File: config.mk
export PLATFORM = sky130hd
export DESIGN_NAME = truth_table_capture
export DESIGN_NICKNAME = d
export VERILOG_FILES = /design/src/rtl/truth_table_capture_pkg.sv /design/src/rtl/truth_table_capture_popcount_update.sv /design/src/rtl/truth_table_capture.sv
export SDC_FILE = /design/constraint.sdc
export NUM_CORES = 1
export LEC_CHECK = 0
export CAP_MARGIN = 20
export CORE_MARGIN = 5
export CORE_UTILIZATION = 40
export CTS_CLUSTER_DIAMETER = 40
export DETAILED_ROUTE_END_ITERATION = 8
export HOLD_SLACK_MARGIN = 0.06
export PLACE_DENSITY_LB_ADDON = 0.3
export SYNTH_ARGS = -nofsm -noshare
export SYNTH_HDL_FRONTEND = slang
export SYNTH_SLANG_ARGS = --single-unit
File: constraint.sdc
create_clock -name clk -period 3.65 [get_ports clk]
set_input_delay 0.73 -clock clk [delete_from_list [all_inputs] [get_ports clk]]
set_output_delay 0.73 -clock clk [all_outputs]
set_load 0.02 [all_outputs]
File: src/rtl/truth_table_capture_pkg.sv
// Shared definitions for the truth-table capture block: FSM encoding,
// default table width and the default expected word for s = (y|~z)&(~x|~z).
package truth_table_capture_pkg;

  localparam int DEFAULT_N_VARS = 3;
  localparam int TT_WIDTH       = 2 ** DEFAULT_N_VARS;

  // Bit m = s(m), with x as the MSB of m.
  localparam logic [TT_WIDTH-1:0] DEFAULT_EXPECTED = 8'h5D;

  typedef enum logic [1:0] {
    IDLE    = 2'd0,
    CAPTURE = 2'd1,
    DONE    = 2'd2
  } state_t;

endpackage

File: src/rtl/truth_table_capture_popcount_update.sv
// Next-value logic for the ones counter: advances by one when an accepted
// first-time sample carries s=1, otherwise holds.
module tt_popcount_update #(
  parameter int N_VARS = 3
) (
  input  logic [N_VARS:0] count,
  input  logic            inc,
  output logic [N_VARS:0] count_next
);

  // The counter is N_VARS+1 bits wide and can reach at most 2**N_VARS, so no wrap.
  assign count_next = inc ? (count + {{N_VARS{1'b0}}, 1'b1}) : count;

endmodule

File: src/rtl/truth_table_capture.sv
// Assembles a 2**N_VARS-entry truth table from (minterm, value) samples,
// counts ones, flags completion and compares against EXPECTED.
// Optional first-mismatch log: define TT_CAPTURE_MISMATCH_LOG_EN.
//
// Handshake: a sample transfers on a rising edge where in_valid & in_ready
// and start is low; in_ready depends only on state, never on in_valid.
module truth_table_capture
  import truth_table_capture_pkg::*;
#(
  parameter int                     N_VARS   = DEFAULT_N_VARS,
  parameter logic [2**N_VARS-1:0]   EXPECTED = DEFAULT_EXPECTED
) (
  input  logic                  clk,
  input  logic                  rst_n,
  input  logic                  start,
  input  logic                  in_valid,
  output logic                  in_ready,
  input  logic [N_VARS-1:0]     in_m,
  input  logic                  in_s,
  output logic [2**N_VARS-1:0]  tt_word,
  output logic [2**N_VARS-1:0]  seen_mask,
  output logic [N_VARS:0]       ones_count,
  output logic                  done,
  output logic                  match,
  output logic                  dup_err,
`ifdef TT_CAPTURE_MISMATCH_LOG_EN
  output logic [N_VARS-1:0]     first_bad_m,
  output logic                  first_bad_vld,
`endif
  output state_t                dbg_state
);

  localparam int TT_W = 2 ** N_VARS;

  state_t            state, state_next;
  logic              accept, new_sample, complete;
  logic [TT_W-1:0]   m_bit, seen_next, tt_next;
  logic [N_VARS:0]   count_next;

  assign dbg_state  = state;
  assign in_ready   = (state == CAPTURE);
  assign m_bit      = {{(TT_W-1){1'b0}}, 1'b1} << in_m;
  // start has priority over a sample presented in the same cycle.
  assign accept     = in_ready & in_valid & ~start;
  assign new_sample = accept & ~(|(seen_mask & m_bit));
  assign seen_next  = new_sample ? (seen_mask | m_bit) : seen_mask;
  assign tt_next    = (new_sample && in_s) ? (tt_word | m_bit) : tt_word;
  assign complete   = new_sample & (&seen_next);

  tt_popcount_update #(.N_VARS(N_VARS)) u_popcount (
    .count      (ones_count),
    .inc        (new_sample & in_s),
    .count_next (count_next)
  );

  always_comb begin
    state_next = state;
    case (state)
      IDLE:    if (start) state_next = CAPTURE;
      CAPTURE: begin
        if (start)         state_next = CAPTURE;
        else if (complete) state_next = DONE;
      end
      DONE:    if (start) state_next = CAPTURE;
      default: state_next = IDLE;
    endcase
  end

  always_ff @(posedge clk) begin
    if (!rst_n) begin
      state      <= IDLE;
      tt_word    <= '0;
      seen_mask  <= '0;
      ones_count <= '0;
      done       <= 1'b0;
      match      <= 1'b0;
      dup_err    <= 1'b0;
    end else begin
      state <= state_next;
      if (start) begin
        tt_word    <= '0;
        seen_mask  <= '0;
        ones_count <= '0;
        done       <= 1'b0;
        match      <= 1'b0;
        dup_err    <= 1'b0;
      end else if (accept) begin
        tt_word    <= tt_next;
        seen_mask  <= seen_next;
        ones_count <= count_next;
        // A repeat of an already-seen minterm keeps the first value.
        if (!new_sample) dup_err <= 1'b1;
        if (complete) begin
          done  <= 1'b1;
          match <= (tt_next == EXPECTED);
        end
      end
    end
  end

`ifdef TT_CAPTURE_MISMATCH_LOG_EN
  always_ff @(posedge clk) begin
    if (!rst_n || start) begin
      first_bad_m   <= '0;
      first_bad_vld <= 1'b0;
    end else if (accept && !first_bad_vld && (in_s != EXPECTED[in_m])) begin
      first_bad_m   <= in_m;
      first_bad_vld <= 1'b1;
    end
  end
`endif

endmodule

[Word level (Yosys, flattened, before mapping)]
Index checks and enable logic that the tools add are counted.
Word-level totals
  word-level logic and storage cells: 42
  output and inout port bits: 26
  flip-flop bits (word level): 25
  bits of input ports: 8
Operators by class
  multiplexer cells: 6
  bitwise logic cells: 12
  equality and inequality tests: 5
  add/subtract/negate cells: 1
  shift operators: 1
  reduce and logical (&&, ||, !) cells: 10
Operators by type and width (number)
  two-way mux 8 bit: 2
  bitwise OR 8 bit: 2
  AND 8 bit: 1
  == test 8 x 7 -> 1 bit, second input constant: 1
  AND reduction 2 bit: 4
  AND reduction 8 bit: 1
  OR reduction 8 bit: 1
  left shift 1 x 3 -> 8 bit, first input constant: 1
  two-way mux 2 bit: 3
  AND 1 bit: 5
  adder 4 x 1 -> 4 bit, second input constant: 1
  inverter 1 bit: 4
  one-hot mux 2 bit (2 select lines): 1
  OR reduction 2 bit: 2
  != test 3 x 2 -> 1 bit, second input constant: 1
  == test 2 x 1 -> 1 bit, second input constant: 1
  == test 2 bit, second input constant: 1
  zero test 2 bit: 1
  != test 2 x 1 -> 1 bit, second input constant: 1
  logical AND 1 bit: 1

[Longest topological paths before layout]
Gate-level depths: netlist of the first run.
  word-level depth: 11
  gate-level depth with buffers: 8
  gate-level depth less buffers: 6

[Hierarchy]
A second synthesis of the first run with hierarchy kept.
Unflattened totals
  cell total of the unflattened synthesis: 139
  area total of the unflattened synthesis: 1228.7 um^2
Modules (own cells, without submodules)
  truth_table_capture: cells an instance 132, times used 1, area an instance 1168.6 um^2
  tt_popcount_update: cells an instance 7, times used 1, area an instance 60.1 um^2

[Least setup slack after synthesis of the first run]
No wires, ideal clock.
  kind: input-to-reg
  start: input in_m[0]
  end: register state[0], in the netlist dbg_state[0]
  buffers on the path: 1
  slack: 1.432 ns
  required time: 3.534 ns
  library setup time: 0.116 ns
  arrival: 2.102 ns
  cell stages on the path: 7
  path through: buf_4 > mux2i_1 > a22oi_2 > a22o_1 > a2111oi_4 > nor2b_1 > o211a_1
On the way
  longest elaborated chain between the ends: 10
  elaborated cells on any way between the ends: 11
Ends and longest elaborated chain
  start: declaration: line truth_table_capture.sv:18  | input logic [N_VARS-1:0] in_m,
  left shift 1 x 3 -> 8 bit (*): line truth_table_capture.sv:42  | assign m_bit = {{(TT_W-1){1'b0}}, 1'b1} << in_m;
  AND 8 bit: line truth_table_capture.sv:45  | assign new_sample = accept & ~(|(seen_mask & m_bit));
  OR reduction 8 bit: line truth_table_capture.sv:45
  inverter 1 bit: line truth_table_capture.sv:45
  AND 1 bit: line truth_table_capture.sv:45
  two-way mux 8 bit: line truth_table_capture.sv:46  | assign seen_next = new_sample ? (seen_mask | m_bit) : seen_mask;
  AND reduction 8 bit: line truth_table_capture.sv:48  | assign complete = new_sample & (&seen_next);
  AND 1 bit (*): line truth_table_capture.sv:48
  != test 3 x 2 -> 1 bit (no source line) (*)
  AND reduction 2 bit (no source line) (*)
  end signal: assignment: line truth_table_capture.sv:79  | state <= state_next;
  end: declaration: line truth_table_capture.sv:35  | state_t state, state_next;
Mark *: on every way between the ends. The rest lies on a longest branch, timed or not.
A chain may end at the register's enable or synchronous reset.

[Worst setup path in the final report of the first run]
  start: input in_m[2]
  end: register ones_count[3]
On the way
  longest elaborated chain between the ends: 7
Ends and longest elaborated chain
  left shift 1 x 3 -> 8 bit: line truth_table_capture.sv:42
  AND 8 bit: line truth_table_capture.sv:45
  OR reduction 8 bit: line truth_table_capture.sv:45
  inverter 1 bit: line truth_table_capture.sv:45
  AND 1 bit: line truth_table_capture.sv:45
  AND 1 bit: line truth_table_capture.sv:52  | .inc (new_sample & in_s),
  AND reduction 2 bit (no source line)
  end signal: assignment: line truth_table_capture.sv:90  | ones_count <= count_next;
  end: declaration: line truth_table_capture.sv:22  | output logic [N_VARS:0] ones_count,
Every way passes these cells.

==> results of run 1 <==
==> layout by cell type (no fill, tap or decap), drive strengths merged, types with 2 or more instances in the layout <==
master / count
nand3: 5
a31oi: 6
mux2i: 5
inv: 2
a22oi: 2
a41oi: 7
a21oi: 5
clkdlybuf4s50: 33
nor3b: 2
and2b: 2
o21ai: 3
nor3: 3
clkbuf: 4
dfxtp: 25
nor2b: 4
and2: 6
a2111oi: 2
xor2: 2
o21a: 3
nand2: 4
nor2: 23
nand4: 2
nand2b: 2
==> layer usage <==
layer	vias up	part of all wire, %	wire length (µm)
li1	563	-	-
met1	528	47	1500
met2	30	48	1530
met3	4	4.3	138
met4	0	0.94	30
met5	-	0	0
==> tightest hold or removal path, cell delays in order (launching register included) <==
cell and delay (ns):
dfxtp_1 0.35, inv_1 0.08, a21oi_1 0.06
==> cells by family after synthesis <==
group           synth area share (%)
mux                             4.05
xor+xnor                        1.42
fa+ha+maj                       1.01
flops                           40.5
buf+inv                         4.86
compound gates                  22.9
simple gates                    25.3
==> metrics by stage <==
stage	worst slack (ns)	hold slack (ns)	utilization, %
2_1_floorplan	1.43	0.548	-
3_3_place_gp	0.572	0.478	51.8
3_5_place_dp	0.476	0.490	51.8
4_1_cts	0.816	0.523	52.7
5_1_grt	0.482	0.581	52.7
6_report	0.755	0.521	52.7
==> registers in the layout (all words and copies together), names as in the netlist <==
signal      count
done            1
ones_count      4
seen_mask       8
tt_word         8
dbg_state       2
match           1
dup_err         1
==> path summary, 6_finish.rpt <==
kind / end / slack, ns
worst max-delay path: ones_count[3] / 0.75
worst min-delay path: tt_word[2] / 0.52
worst max register to register: dbg_state[0] / 1.53
worst min register to register: tt_word[2] / 0.52
==> cell type report <==
cell class                 count  area (µm²)  area share [%]
multi-input combinational    101         676            42.7
sequential                    25         500            31.6
timing repair buffer          33         330            20.9
tap                           33        41.3            2.61
clock buffer                   4        26.3            1.66
inverter                       2        7.51           0.475
==> power groups by stage <==
stage / clock, W / combinational (W) / sequential (W)
floorplan: 0 / 0.0000315 / 0.000283
global placement: 0 / 0.0000507 / 0.000282
detailed placement: 0 / 0.0000510 / 0.000282
CTS: 0.000125 / 0.0000512 / 0.000276
global route: 0.000139 / 0.0000560 / 0.000276
finish: 0.000120 / 0.0000519 / 0.000276
==> results.md, run 1 <==
- Post-synthesis sequential area ratio: between 40% and 50%
- Htree depth: 1
- Critical path capture point type: flip-flop
- Pint: about 0.00034 W
- Detailed Route WL: ~3200 µm
- Warnings, synthesis: 0
- Vias: ~1100
- Largest net degree at the start of global routing: 22
- Synth top cells by count: dfxtp_1, nor2_1, a41oi_1, a31oi_1
- Worst-margin pin slew: slightly below 0.8 ns
- Number of synthesized flops with an enable pin: 0
- Register-to-Register Path Depth: 6
- Post-layout instance area: 1580 µm²
- Post-CTS setup buffers: 0
- Die Y: between 60 and 70 µm
- Fmax achieved: 0.345 GHz
- Worst Hold Class: flip-flop to flip-flop
- Root buf cell: clkbuf_4
- Final HPWL DP: about 2400 µm
- Async set or reset register ratio after synthesis: 0%
- Die area: about 4300 µm²
- Port bufs: 33
- Top cell type's share of synthesized area: 40.5%
- Mapped cell area: 1240 µm²
- Antenna diode count: 0
- Met1 usage: a little over a fifth
- Fin Clk Skew: ~0.0027 ns
- Switching power total: around 0.00011 W
- Area growth from synthesis to layout: 27.9%
- Drt wl/cell: about 16 µm
- First-pass GRT wire length: about 5600 µm
- Initial Util: about two fifths
- Status: completed
- Slew margin rel.: between 40% and 50%
- Crit path buf inv count: 1
- Hold path cells: 2
- Critical path's top delay family: simple AND/OR/NAND/NOR gates
- Critical path required time: ~3.9 ns
- Tmin final: between 2 and 3 ns
- Die width: about 66 µm
- CTS clk-pin slew, worst paths: approximately 0.13 ns
- Layout cells sized above 1: under 10%
- # DRC: 0
- CP Launch Point: in_m[2]
- CTS resizes: 0
- Cells after DPL: just under 200
- Rows: 20
- GRT Util Overall: around 16%
- Startpoint Class: input pin
- Crit. path cell count: 7
- Leakage: between 0.5 and 0.6 nW
- Cell Count, Final, Fillers Out: around 200
- Overflow left after global routing: 0
- Routability cong.: between 0.8 and 0.9
- Worst Path Arrival: about 3.1 ns
- Design Power: 0.000448 W
- Clk sink count: 25
- Mapped Cells: between 100 and 150
- Slew Limit Fails: 0
- Distinct cell type count after synthesis: 42
- Period utilization: approximately 79%
- DP Area: ~1600 µm²
- Syn Nets: ~150
- Setup Crit Path Kind: input pin to flip-flop
- Vias in the first global route: approximately 1100
- IR drop worst, VDD: roughly 0.15 mV
- Top_reg_cell synth: dfxtp_1
- Final setup fails: 0
- Unrepaired setup endpoints after global routing: false
- Synth area leaders: dfxtp_1, nor2_1, a41oi_1, mux2i_1, a31oi_1
- Cts-stage hold buffer count: 0
- Most common cell on crit path: o21a_1
- Core Footprint: ~3000 µm²
- CP peak stage delay: between 0.5 and 0.6 ns
- Worst path slowest cell: clkdlybuf4s50_1
- I/O pin count: 34
- Average vias per placed instance: 5.68
- Max-cap violations: 0
- Power share of the clock group: between 20% and 30%
- PD cells: roughly 280 nW/µm²
- GRT met2 Usage: about a quarter
- Final Hold Vio Count: 0
- Setup TNS: 0 ns
- Remaining antenna violation count after routing: 0
- CTS tree: done
- Latest clock arrival within the worst-skew pair: 0.31 ns
- Num CTS Buffers: 3
- Fillers: slightly below 300
- Max FO, Critical Path: 14
- Worst R2R Start: dbg_state[0]
- Most frequent cell after synthesis: dfxtp_1
- First-pass iteration count of the detailed router: 4
- Nets: 175
- Initial DRC count: 43
- Logic pwr share: between 10 and 15%
- Dominant cell type by area after synthesis: dfxtp_1
- Seq pwr share: between 60% and 70%
- Switching share of power: between 20% and 30%
- Busiest grt layer: met2
- Initial antenna violation count: 0
- CTS max path bufs: 2
- Hold_sp: tt_word[2]
- Avg Inst Size Synth: ~9 µm²
- Worst-path cell chain: clkdlybuf4s50_1, nor2b_1, a22oi_2, nand2_1, nand3_1, o21a_1, o21a_1
- Synth Register Bits: 25
- Met3 usage: roughly 2.9%
No activity file was read; power rests on OpenSTA's default activity.
==> run 2: changes to the inputs <==
- clock period: 3.65 -> 2.46 ns (I/O delays scaled with it)
==> run 2 against run 1 <==
Routed wire length up 5.7%. Via count up 9.2%. Die area unchanged. Clock skew up 0.0056 ns. Total power up 55%. Non-clock buffer count up 24. Sequential power up 48%. Clock power up 50%.
==> results.md, run 2 (synthesized netlist as in run 1, its figures left out) <==
- Status: completed
- DP Area: 1740 µm² (+12%)
- Die width: 65.6 µm (unchanged)
- Worst hold slack: 0.511 ns (-0.0105 ns)
- Max-cap violations: 0 (unchanged)
- First-pass iteration count of the detailed router: 4 (unchanged)
- Clk sink count: 25 (unchanged)
- Met1 usage: 21.8% (+0.082 points)
- Root buf cell: clkbuf_4
- Die Y: 65.6 µm (unchanged)
- Fmax achieved: around 0.45 GHz
- Num CTS Buffers: 3 (unchanged)
- Die area: 4300 µm² (unchanged)
- Critical path capture point type: flip-flop
- Antenna diode count: 0 (unchanged)
- Startpoint Class: input pin
- Leakage: 0.666 nW (+22%)
- Remaining antenna violation count after routing: 0 (unchanged)
- Area growth from synthesis to layout: 42.5%
- Most frequent cells in the layout: clkdlybuf4s50_1, dfxtp_1, buf_4
- Detailed Route WL: 3380 µm (+5.7%)
- Slew Limit Fails: 0 (unchanged)
- Port bufs: 33 (unchanged)
- Layout cells sized above 1: 18.5% (+12 points)
- Final Hold Vio Count: 0 (unchanged)
- Most common cell after layout, fill and taps aside: clkdlybuf4s50_1
- Biggest registers after layout: seen_mask (8), tt_word (8), ones_count (4)
- Vias: 1228 (+9.2%)
- Setup Crit Path Kind: input pin to flip-flop
- # DRC: 0 (unchanged)
- Initial Util: 41.2% (unchanged)
- Unrepaired setup endpoints after global routing: false
- Max FO, Critical Path: 5 (-9)
- Initial DRC count: 62 (+44%)
- Tmin final: 2.24 ns
- Final WS setup: 0.223 ns (-0.532 ns)
- Cts-stage hold buffer count: 0 (unchanged)
- Post-CTS setup buffers: 0 (unchanged)
- PD cells: 394 nW/µm² (+39%)
- Worst-margin pin slew: 0.369 ns (-0.407 ns)
- Largest net degree at the start of global routing: 21 (-4.5%)
- Final setup fails: 0 (unchanged)
- Met3 usage: 3.76% (+0.85 points)
- Final HPWL DP: 2590 µm (+8.9%)
- I/O pin count: 34 (unchanged)
- Htree depth: 1 (unchanged)
- Initial antenna violation count: 0 (unchanged)
- Fin Clk Skew: 0.00831 ns (+0.00562 ns)
- Overflow left after global routing: 0 (unchanged)
- IR drop worst, VDD: 0.358 mV (+140%)
- Worst Path Arrival: 2.46 ns (-0.66 ns)
- Final core occ: 58.7% (+6.0 points)
- Worst Hold Class: flip-flop to flip-flop
- Critical path required time: 2.69 ns (-1.19 ns)
- First-pass GRT wire length: 5710 µm (+2.9%)
- CTS tree: done
- Design Power: 0.000694 W (+55%)
- Nets: 199 (+14%)
- Drt wl/cell: 15.2 µm (-5.8%)
- GRT Util Overall: 17.0% (+0.71 points)
- CTS clk-pin slew, worst paths: 0.13 ns (about the same)
- Average vias per placed instance: 5.53 (-2.6%)
- Rows: 20 (unchanged)
- Vias in the first global route: 1270 (+15%)
- Routability cong.: 0.847 (-3.3%)
- Post-Place Setup Slack: -0.130 ns (-0.606 ns)
- Post-layout instance area: 1760 µm² (+11%)
- GRT met2 Usage: 28.1% (+1.6 points)
- Period utilization: roughly nine tenths
- CTS resizes: 0 (unchanged)
- CTS max path bufs: 2 (unchanged)
- Core Footprint: 3000 µm² (unchanged)
- Latest clock arrival within the worst-skew pair: 0.32 ns (about the same)
- Slew margin rel.: 74.7% (+26 points)
- Busiest grt layer: met2
==> run 2: cell types whose count changed in the layout (fill, tap and decap cells not counted), sizes merged <==
| cell | previous run | this run |
|---|---|---|
| buf | 0 | 24 |
==> run 2: power by group <==
group          switching, W  internal [W]  total, W
Clock              0.000117     0.0000634  0.000180
Sequential       0.00000248      0.000407  0.000409
Combinational     0.0000541     0.0000505  0.000105
==> run 2: stage by stage <==
stage	cells	setup TNS [ns]
after floorplan	137	0
after global placement	218	-0.145
after detailed placement	218	-0.414
after CTS	222	0
after global routing	222	0
final	222	0
==> run 2: layout make-up <==
| class | count | area, µm² |
|---|---|---|
| flip-flops and latches | 25 | 500 |
| clock buffers | 4 | 26.3 |
| multi-input cells | 101 | 676 |
| inverters | 2 | 7.51 |
| fillers | 291 | 1240 |
| well taps | 33 | 41.3 |
| repair buffers | 57 | 510 |
==> run 2: final timing paths <==
| kind | end | cells past startpoint | startpoint | slack (ns) |
|---|---|---|---|---|
| worst max-delay path | dbg_state[0] | 7 | in_m[0] | 0.22 |
| worst min-delay path | tt_word[2] | 2 | tt_word[2] | 0.51 |
| worst max register to register | dbg_state[0] | 6 | dbg_state[0] | 0.55 |
| worst min register to register | tt_word[2] | 2 | tt_word[2] | 0.51 |
==> run 2: worst max-delay path, stage by stage <==
cell	delay [ns]
clkdlybuf4s50_1	0.61
mux2i_1	0.26
a22oi_2	0.14
a22o_1	0.28
a2111oi_4	0.38
nor2b_1	0.09
o211a_1	0.21
==> run 2: metal layers <==
layer	vias up	part of all wire [%]
li1	604	-
met1	593	48
met2	25	47
met3	6	3.8
met4	0	1.2
met5	-	0
==> run 3: changes to the inputs <==
- DONT_BUFFER_PORTS: default -> 1
==> run 3 against run 2 <==
Count of clock-buffer cells in the layout is 1 lower. Clock skew is 0.0057 ns lower. Fmax down 0.62%. Combinational power decreased by 49%. Global-route usage decreased by 2.5 points. Utilization decreased by 16 points. Highest routed layer is now met3.
==> results.md, run 3 (synthesized netlist as in run 1, its figures left out) <==
- I/O pin count: 34 (unchanged)
- Unrepaired setup endpoints after global routing: false
- IR drop worst, VDD: 0.282 mV (-21%)
- Cts-stage hold buffer count: 0 (unchanged)
- Post-CTS setup buffers: 0 (unchanged)
- Detailed Route WL: 2920 µm (-14%)
- Leakage: 0.456 nW (-32%)
- Post-layout instance area: 1290 µm² (-27%)
- Overflow left after global routing: 0 (unchanged)
- # DRC: 0 (unchanged)
- Vias in the first global route: 1020 (-20%)
- Worst-path cell chain: and4bb_1, a31oi_1, nand2b_4, a2111oi_4, nor2b_1, o211a_1
- Latest clock arrival within the worst-skew pair: 0.32 ns (about the same)
- Layout cells sized above 1: 12.4% (-6.1 points)
- Root buf cell: clkbuf_4
- CTS clk-pin slew, worst paths: 0.14 ns (about the same)
- Period utilization: 91.5% (+0.57 points)
- Worst hold slack: 0.279 ns (-0.232 ns)
- Worst Path Arrival: 2.48 ns (+0.02 ns)
- Max FO, Critical Path: 10 (+5)
- Crit path buf inv count: 0 (-1)
- Die area: 4300 µm² (unchanged)
- Die Y: 65.6 µm (unchanged)
- Routability cong.: 0.782 (-7.7%)
- CP peak stage delay: 0.54 ns (-0.07 ns)
- Slew margin rel.: 70.4% (-4.3 points)
- Flip-flop and latch area: 500 µm² (unchanged)
- Design Power: 0.000656 W (-5.5%)
- PD cells: 507 nW/µm² (+29%)
- Core Footprint: 3000 µm² (unchanged)
- Vias: 1029 (-16%)
- Status: completed
- Area growth from synthesis to layout: 4.55%
- Final HPWL DP: 2200 µm (-15%)
- Rows: 20 (unchanged)
- Die width: 65.6 µm (unchanged)
- Setup TNS: 0 ns (unchanged)
- Initial DRC count: 30 (-52%)
- Clk sink count: 25 (unchanged)
- Initial antenna violation count: 0 (unchanged)
- Drt wl/cell: 17.2 µm (+13%)
- First-pass GRT wire length: 4910 µm (-14%)
- Largest net degree at the start of global routing: 22 (+4.8%)
- Antenna diode count: 0 (unchanged)
- Port bufs: 0 (-100%)
- Worst path slowest cell: dfxtp_1
- Worst-margin pin slew: 0.444 ns (+0.0746 ns)
- Initial Util: 41.2% (unchanged)
- Final setup fails: 0 (unchanged)
- CTS resizes: 0 (unchanged)
- Critical path's top delay family: compound AO/OA/AOI/OAI gates
- Worst Hold Class: input pin to flip-flop
- DP Area: 1260 µm² (-27%)
- Tmin final: 2.25 ns (+0.0139 ns)
- Slew Limit Fails: 0 (unchanged)
- Setup Crit Path Kind: flip-flop to flip-flop
- GRT Util Overall: 14.5% (-2.5 points)
- Remaining antenna violation count after routing: 0 (unchanged)
- Fmax achieved: 0.444 GHz (-0.62%)
- Num CTS Buffers: 3 (unchanged)
- Nets: 147 (-26%)
- Critical path capture point type: flip-flop
- CTS max path bufs: 2 (unchanged)
- Max-cap violations: 0 (unchanged)
- Final Hold Vio Count: 0 (unchanged)
- Area of the multi-input gates: 676 µm² (unchanged)
- First-pass iteration count of the detailed router: 6 (+2)
- Fillers: 325 (+12%)
- Most frequent cells in the layout: dfxtp_1, nor2_1, a41oi_1
- Most common cell after layout, fill and taps aside: dfxtp_1
- CTS tree: done
- Biggest registers after layout: seen_mask (8), tt_word (8), ones_count (4)
- Fin Clk Skew: 0.00256 ns (-0.00574 ns)
- Critical path required time: 2.69 ns (about the same)
- Startpoint Class: flip-flop
- Average vias per placed instance: 6.05 (+9.4%)
- Htree depth: 1 (unchanged)
[run 3: cell count changes in the layout (fill, tap and decap cells not counted), sizes merged]
| cell | previous run | this run |
|---|---|---|
| buf | 24 | 5 |
| clkbuf | 4 | 3 |
| clkdlybuf4s50 | 33 | 0 |
| clkinvlp | 0 | 1 |
[run 3: where the power goes]
part	internal, W	leakage (nW)	switching [W]	total [W]
clock network	0.0000620	0.0139	0.000128	0.000190
registers	0.000407	0.202	0.00000515	0.000412
logic	0.0000195	0.240	0.0000340	0.0000535
[run 3: stage by stage]
step | setup WS [ns] | instances | util [%]
detailed placement | 0.222 | 166 | 42.0
floorplan | 0.480 | 137 | -
finish | 0.209 | 170 | 43.0
CTS | 0.202 | 170 | 43.0
global route | 0.00877 | 170 | 43.0
global placement | 0.286 | 166 | 42.0
[run 3: metal layers]
metal | vias to the layer above | track usage [%] | part of all wire, %
met3 | 0 | 4.10 | 6.8
met4 | 0 | 2.59 | 0
met2 | 22 | 25.0 | 51
met1 | 503 | 17.9 | 43
li1 | 504 | - | -
met5 | - | 0 | 0
[run 3: cell type report]
class	count	area share [%]
timing repair buffer	5	2.90
multi-input combinational	101	52.3
sequential	25	38.7
tap	33	3.19
clock buffer	3	1.74
clock inverter	1	0.581
inverter	2	0.581
[run 3: worst paths after layout]
check                             startpoint            to  slack [ns]  cells after the start
worst min-delay path                   rst_n  dbg_state[1]        0.28                      1
worst min register to register          done          done        0.59                      2
worst max register to register  dbg_state[0]  dbg_state[0]        0.21                      6
worst max-delay path            dbg_state[0]  dbg_state[0]        0.21                      6
